`src/rtl/seg_pkg.sv`:
```
// Shared constants for the seven-segment scan driver: blanking pattern,
// active scan phase and the active-low hex glyph table.
package seg_pkg;

    // All segments off (active-low).
    localparam logic [6:0] SEG_BLANK = 7'h7F;

    // Scan phase (counter[1:0]) during which the addressed digit is lit.
    localparam logic [1:0] ACTIVE_PHASE = 2'b01;

    // Active-low {g,f,e,d,c,b,a} glyphs, entry n occupies bits [7n +: 7].
    localparam logic [16*7-1:0] HEX_SEG_TABLE = {
        7'h0E, // F
        7'h06, // E
        7'h21, // d
        7'h46, // C
        7'h03, // b
        7'h08, // A
        7'h10, // 9
        7'h00, // 8
        7'h78, // 7
        7'h02, // 6
        7'h12, // 5
        7'h19, // 4
        7'h30, // 3
        7'h24, // 2
        7'h79, // 1
        7'h40  // 0
    };

endpackage

```
`src/rtl/seg_scan_driver_hex_to_seg.sv`:
```
// Combinational hex nibble to active-low seven-segment glyph lookup.
module hex_to_seg
    import seg_pkg::*;
(
    input  logic [3:0] value,
    output logic [6:0] pattern
);

    logic [6:0] table_index;

    assign table_index = {3'b000, value} * 7'd7;

    // Table lookup; every nibble value has a glyph, so no default is needed.
    always_comb begin
        pattern = HEX_SEG_TABLE[table_index +: 7];
    end

endmodule

```
`src/rtl/seg_scan_driver.sv`:
```
// Four-digit multiplexed seven-segment scan driver. A prescaler paces a
// 4-bit scan counter; display bytes arrive over valid/ready, wait in a
// one-byte pending buffer and are shifted into the shadow digits only at
// the 15->0 frame wrap so a frame is never drawn with mixed contents.
module seg_scan_driver
    import seg_pkg::*;
#(
    parameter int PRESCALE = 50000
) (
    input  logic       clk,
    input  logic       reset,
    input  logic [7:0] data_in,
    input  logic       data_valid,
    output logic       data_ready,
    output logic [3:0] counter,
    output logic [3:0] digit,
    output logic [6:0] seg,
    output logic       frame_tick
);

    localparam int PW = (PRESCALE > 1) ? $clog2(PRESCALE) : 1;
    localparam logic [PW-1:0] PRESCALE_LAST = PW'(PRESCALE - 1);

    logic [PW-1:0] prescale_reg;
    logic [PW-1:0] prescale_next;
    logic [3:0]    counter_reg;
    logic [3:0]    counter_next;
    logic          frame_tick_reg;
    logic [15:0]   shadow_reg;
    logic [15:0]   shadow_next;
    logic [7:0]    pend_byte_reg;
    logic [7:0]    pend_byte_next;
    logic          pend_valid_reg;
    logic          pend_valid_next;

    logic tick;
    logic wrap;
    logic accept;
    logic commit;

    assign tick   = (prescale_reg == PRESCALE_LAST);
    assign wrap   = tick && (counter_reg == 4'hF);
    assign accept = data_valid && !pend_valid_reg;
    // accept needs an empty buffer and commit a full one, so they never coincide;
    // a byte accepted on a wrap edge therefore waits for the following wrap.
    assign commit = wrap && pend_valid_reg;

    // Next-state for prescaler, scan counter, pending buffer and shadow digits.
    always_comb begin
        prescale_next   = tick ? '0 : prescale_reg + 1'b1;
        counter_next    = tick ? counter_reg + 4'd1 : counter_reg;
        shadow_next     = shadow_reg;
        pend_byte_next  = pend_byte_reg;
        pend_valid_next = pend_valid_reg;
        if (commit) begin
            shadow_next     = {shadow_reg[7:0], pend_byte_reg};
            pend_valid_next = 1'b0;
        end else if (accept) begin
            pend_byte_next  = data_in;
            pend_valid_next = 1'b1;
        end
    end

    // State registers with synchronous active-low clear.
    always_ff @(posedge clk) begin
        if (!reset) begin
            prescale_reg   <= '0;
            counter_reg    <= 4'd0;
            frame_tick_reg <= 1'b0;
            shadow_reg     <= 16'h0000;
            pend_byte_reg  <= 8'h00;
            pend_valid_reg <= 1'b0;
        end else begin
            prescale_reg   <= prescale_next;
            counter_reg    <= counter_next;
            frame_tick_reg <= wrap;
            shadow_reg     <= shadow_next;
            pend_byte_reg  <= pend_byte_next;
            pend_valid_reg <= pend_valid_next;
        end
    end

    // Digit slot gi is the gi-th display from the left, i.e. d3 first.
    logic [3:0] shadow_digit [4];

    generate
        for (genvar gi = 0; gi < 4; gi++) begin : g_digit
            assign shadow_digit[gi] = shadow_reg[15 - 4*gi -: 4];
        end
    endgenerate

    logic [6:0] hex_pattern;

    hex_to_seg u_hex_to_seg (
        .value   (digit),
        .pattern (hex_pattern)
    );

    // Digit select and blanking outside the active phase to avoid ghosting.
    always_comb begin
        digit = shadow_digit[counter_reg[3:2]];
        seg   = (counter_reg[1:0] == ACTIVE_PHASE) ? hex_pattern : SEG_BLANK;
    end

    assign counter    = counter_reg;
    assign frame_tick = frame_tick_reg;
    assign data_ready = !pend_valid_reg;

endmodule

```
`config.mk`:
```
export PLATFORM = sky130hd
export DESIGN_NAME = seg_scan_driver
export DESIGN_NICKNAME = d
export VERILOG_FILES = /design/src/rtl/seg_pkg.sv /design/src/rtl/seg_scan_driver_hex_to_seg.sv /design/src/rtl/seg_scan_driver.sv
export SDC_FILE = /design/constraint.sdc
export NUM_CORES = 1
export LEC_CHECK = 0
export ABC_AREA = 1
export CAP_MARGIN = 10
export CORE_MARGIN = 3
export CORE_UTILIZATION = 50
export CTS_BUF_LIST = sky130_fd_sc_hd__clkbuf_4
export DETAILED_ROUTE_END_ITERATION = 8
export GPL_ROUTABILITY_DRIVEN = 1
export GPL_TIMING_DRIVEN = 0
export PLACE_DENSITY = 0.72
export SLEW_MARGIN = 0
export SYNTH_ARGS = -nofsm -noshare
export SYNTH_HDL_FRONTEND = slang
export SYNTH_HIERARCHICAL = 1
export SYNTH_SLANG_ARGS = --single-unit
```
`constraint.sdc`:
```
create_clock -name clk -period 3.18 [get_ports clk]
set_input_delay 0.477 -clock clk [delete_from_list [all_inputs] [get_ports clk]]
set_output_delay 0.477 -clock clk [all_outputs]
set_load 0.02 [all_outputs]
```
==> results list <==
* Status: complete, no violations
- Primary flip-flop cell chosen by synthesis mapping: sky130_fd_sc_hd__dfxtp_1
- The portion of synthesized area spent on multiplexers is 0%.
* Period minus WS final: 2760 ps
- The first global-routing pass estimated about 9000 um of wire.
- After detailed placement, the design holds a cell count of roughly 470.
- Hold/Removal Path Class: reg2reg
- Leakage power: roughly 0.0013 uW
- Nets: between 400 and 500
- Averaged over all synthesized cells, the footprint is 6.55 um2.
- Post-Synth XOR/XNOR Area: about 2.8%
* Adder-cell share of the synthesized area: under 10%
- After global routing the overflow that remains totals 0.
- Initial Util: 54.1%
* Placer Congestion: between 0.8 and 0.9
- Hold Path Sink: prescale_reg[0]
- TritonCTS created 5 clock buffers.
- STA classifies the critical path startpoint as a register.
- The detail route stage leaves a number of antenna-violating nets equal to 0.
- Total setup violations reported at the end of the flow: 0
- The worst register-to-register path has a depth of 7.
- Sinks on Clock Net: 46
- Worst setup timing slack at the placement stage: -236 ps
- Final Max Tran Viols: 0
- For the final database, setup skew stands at around 10 ps.
- Final standard cell utilization of the core: between 60% and 70%
* Dominant combinational cell family by area after synthesis: simple AND/OR/NAND/NOR gates
* Most frequent cells in the layout: sky130_fd_sc_hd__nand2_1 (101), sky130_fd_sc_hd__nor2_1 (72), sky130_fd_sc_hd__inv_1 (53)
- Iteration-0 DRC count of the detailed router: approximately 110
* Cell area after synthesis: about 2500 um2
- Number of rows in the core area: 24
* Critical Path End Type: output port
* Worst Path Max Fanout: 10
* Layout cells sized above 1: 8.45%
- In this run the power density over the cells is around 310 nW/um2.
* Number of H-tree branching levels: 2
- The final route contains between 2,000 and 2,500 vias.
- Reg clk slew, reported paths: roughly 130 ps
* Beginning of the worst register-to-register path: prescale_reg[0]
- Routed wire length: between 4000 and 5000 um
* Slew at the pin closest to its max-slew limit: around 380 ps
- Simple-gate share of the synthesized area: 36.1%
- After synthesis the netlist holds a flip-flop and latch count of 46.
- Leaving out fill and tap cells, the most frequent cell in the layout is sky130_fd_sc_hd__nand2_1.
* HPWL Detailed: 3660 um
- For this run, the number of Yosys warnings is 6.
- The worst register-to-register path has a setup slack of 1590 ps.
* Worst EP required: ~2700 ps
- Summing the sequential cell areas from Yosys gives around 37% of the chip area.
- Pin count of the biggest net entering global routing: 15
- Timing startpoint of the critical path: counter[3]
- Clock insertion delay at the later pin of the skew report: roughly 370 ps
* Number of vias per cell after detailed routing: 4.70
- Achievable frequency: ~360 MHz
- After floorplanning, the core was sized to cover 4560 um2.
- In this run the vertical extent of the chip is 76.3 um.
* Sum of internal, switching and leakage power: between 900 and 1000 uW
- Max-cap violations in this run came to 0.
* Post-route setup slack: ~420 ps
- Port-buffer cells: 27
- Via count of the first global-routing pass: ~2,100
* CTS Root Buffer Type: sky130_fd_sc_hd__clkbuf_4
- For this design the top-level I/O count stands at 28.
- Path type of the worst setup path: reg2out
- The synthesized design contains 0 enable-type register cells.
- Full die area: a little under 6000 um2
- Bufs on Longest Clock Path: 2
* Number of antenna violations at the first check in global routing: 0
* Count of fill cells added during filler insertion: 469
- The startpoint identified for the worst hold timing path is prescale_reg[0].
- TritonRoute pass-1 iters: 4
- Compared with the post-synthesis result, the final layout area differs by 19.1%.
- In the final routed layout, each cell accounts on average for approximately 10 um.
- Count of inserted antenna diode cells: 0
- After layout, the worst path uses around 87% of the clock period.
- In this run the tightest slew margin relative to its limit is between 70% and 80%.
- Arrival time at the worst endpoint: 2290 ps
- The netlist uses 28 different library cells.
- Horizontal die dimension: approximately 76 um
- Cell depth of the worst hold path: 1
* End of the worst register-to-register path: prescale_reg[11]
* Overall fraction of global-route tracks in use: between 10% and 20%
- Number of hold-repair buffers added at the cts stage: 0
- Post-Syn Instances: around 380
- The number of endpoints with negative hold slack in the final report was 0.
- Syn Nets: just under 400
- Setup repair after global routing missed its margin: no
- Summing the areas of all compound-gate instances in the mapped netlist gives under 10% of the synthesized area.
- After synthesis, the share of flip-flops with an asynchronous set or reset is 0%.
- TritonCTS built the clock tree.
- Worst ir drop on vdd: about 0.24 mV
* Layout Cells excl Fill: between 400 and 500
- Remaining design rule violation count: 0
[critical path, cell delays in order (launching register included)]
cell and delay (ps):
sky130_fd_sc_hd__dfxtp_1 350, sky130_fd_sc_hd__inv_1 90, sky130_fd_sc_hd__clkbuf_4 200, sky130_fd_sc_hd__o21ai_0 120
sky130_fd_sc_hd__a21oi_2 160, sky130_fd_sc_hd__a21oi_4 50, sky130_fd_sc_hd__buf_4 160, sky130_fd_sc_hd__ha_1 210
sky130_fd_sc_hd__nand2_1 110, sky130_fd_sc_hd__o21ai_1 80, sky130_fd_sc_hd__nand2_1 60, sky130_fd_sc_hd__nand2_1 40
sky130_fd_sc_hd__inv_1 40, sky130_fd_sc_hd__nand2_1 40, sky130_fd_sc_hd__dlymetal6s2s_1 210
[cells in the mapped netlist, types with 2 or more instances]
master	number	area, um2
sky130_fd_sc_hd__nand4_1	4	25.0
sky130_fd_sc_hd__inv_1	53	199
sky130_fd_sc_hd__clkbuf_1	2	7.51
sky130_fd_sc_hd__nor2_2	2	12.5
sky130_fd_sc_hd__o21ai_1	2	10.0
sky130_fd_sc_hd__buf_6	3	33.8
sky130_fd_sc_hd__buf_2	5	25.0
sky130_fd_sc_hd__dfxtp_1	46	921
sky130_fd_sc_hd__nand3_1	18	90.1
sky130_fd_sc_hd__nor3b_1	2	15.0
sky130_fd_sc_hd__nor3_1	4	20.0
sky130_fd_sc_hd__o21ai_0	15	75.1
sky130_fd_sc_hd__nand2_1	101	379
sky130_fd_sc_hd__nor2_1	72	270
sky130_fd_sc_hd__xor2_1	7	61.3
sky130_fd_sc_hd__ha_1	10	125
sky130_fd_sc_hd__nand2_2	2	12.5
sky130_fd_sc_hd__a21oi_1	19	95.1
[how the worst max path moves through the flow]
stage / end / slack, ps
final: seg[6] / 420
after floorplan: seg[3] / 280
after detailed placement: seg[3] / -240
after global routing: seg[2] / 120
after global placement: seg[3] / -200
after CTS: seg[6] / 3
[area by class of cell]
type / instances / area (um2) / share of cell area (%)
inverter: 54 / 203 / 6.89
tap: 65 / 81.3 / 2.76
multi-input combinational: 266 / 1310 / 44.4
timing repair buffer: 29 / 295 / 10.0
buffer: 11 / 80.1 / 2.72
clock buffer: 5 / 37.5 / 1.28
sequential: 46 / 922 / 31.3
clock inverter: 3 / 16.3 / 0.553
[stage by stage]
stage,TNS [ps],cell area [um2],hold WS [ps]
2_1_floorplan,0,2470,417
3_3_place_gp,-628,2820,430
3_5_place_dp,-849,2820,437
4_1_cts,0,2920,466
5_1_grt,0,2940,484
6_report,0,2940,465
[report_power, final]
part | internal, uW | total (uW) | switching (uW)
Sequential | 588 | 595 | 7.13
Clock | 82.4 | 273 | 191
Combinational | 23.2 | 49.4 | 26.2
Total | 694 | 918 | 224
[cells by family (layout without fill, tap and decap cells)]
logic type / Yosys count / in the layout
adder cells (fa/ha/maj): 10 / 10
flip-flops: 46 / 46
XOR/XNOR: 8 / 8
AND/OR/NAND/NOR: 211 / 211
buffers and inverters: 65 / 102
AO/OA/AOI/OAI: 37 / 37
[routing by layer]
layer	track usage (%)	part of all wire [%]	vias up	routed length (um)
met2	29.7	42	34	2080
met4	5.98	1.4	0	72
met1	24.7	52	976	2610
met3	4.49	4.3	7	214
met5	0	0	-	0
li1	-	-	1236	-
[repair_timing]
action                     in CTS  in global routing
pin swaps                       1                  0
gates resized for setup         8                 13
hold endpoints to repair        0                  0
setup endpoints to repair       7                  7
buffers inserted                2                  0
(Power assumes the default switching activity.)
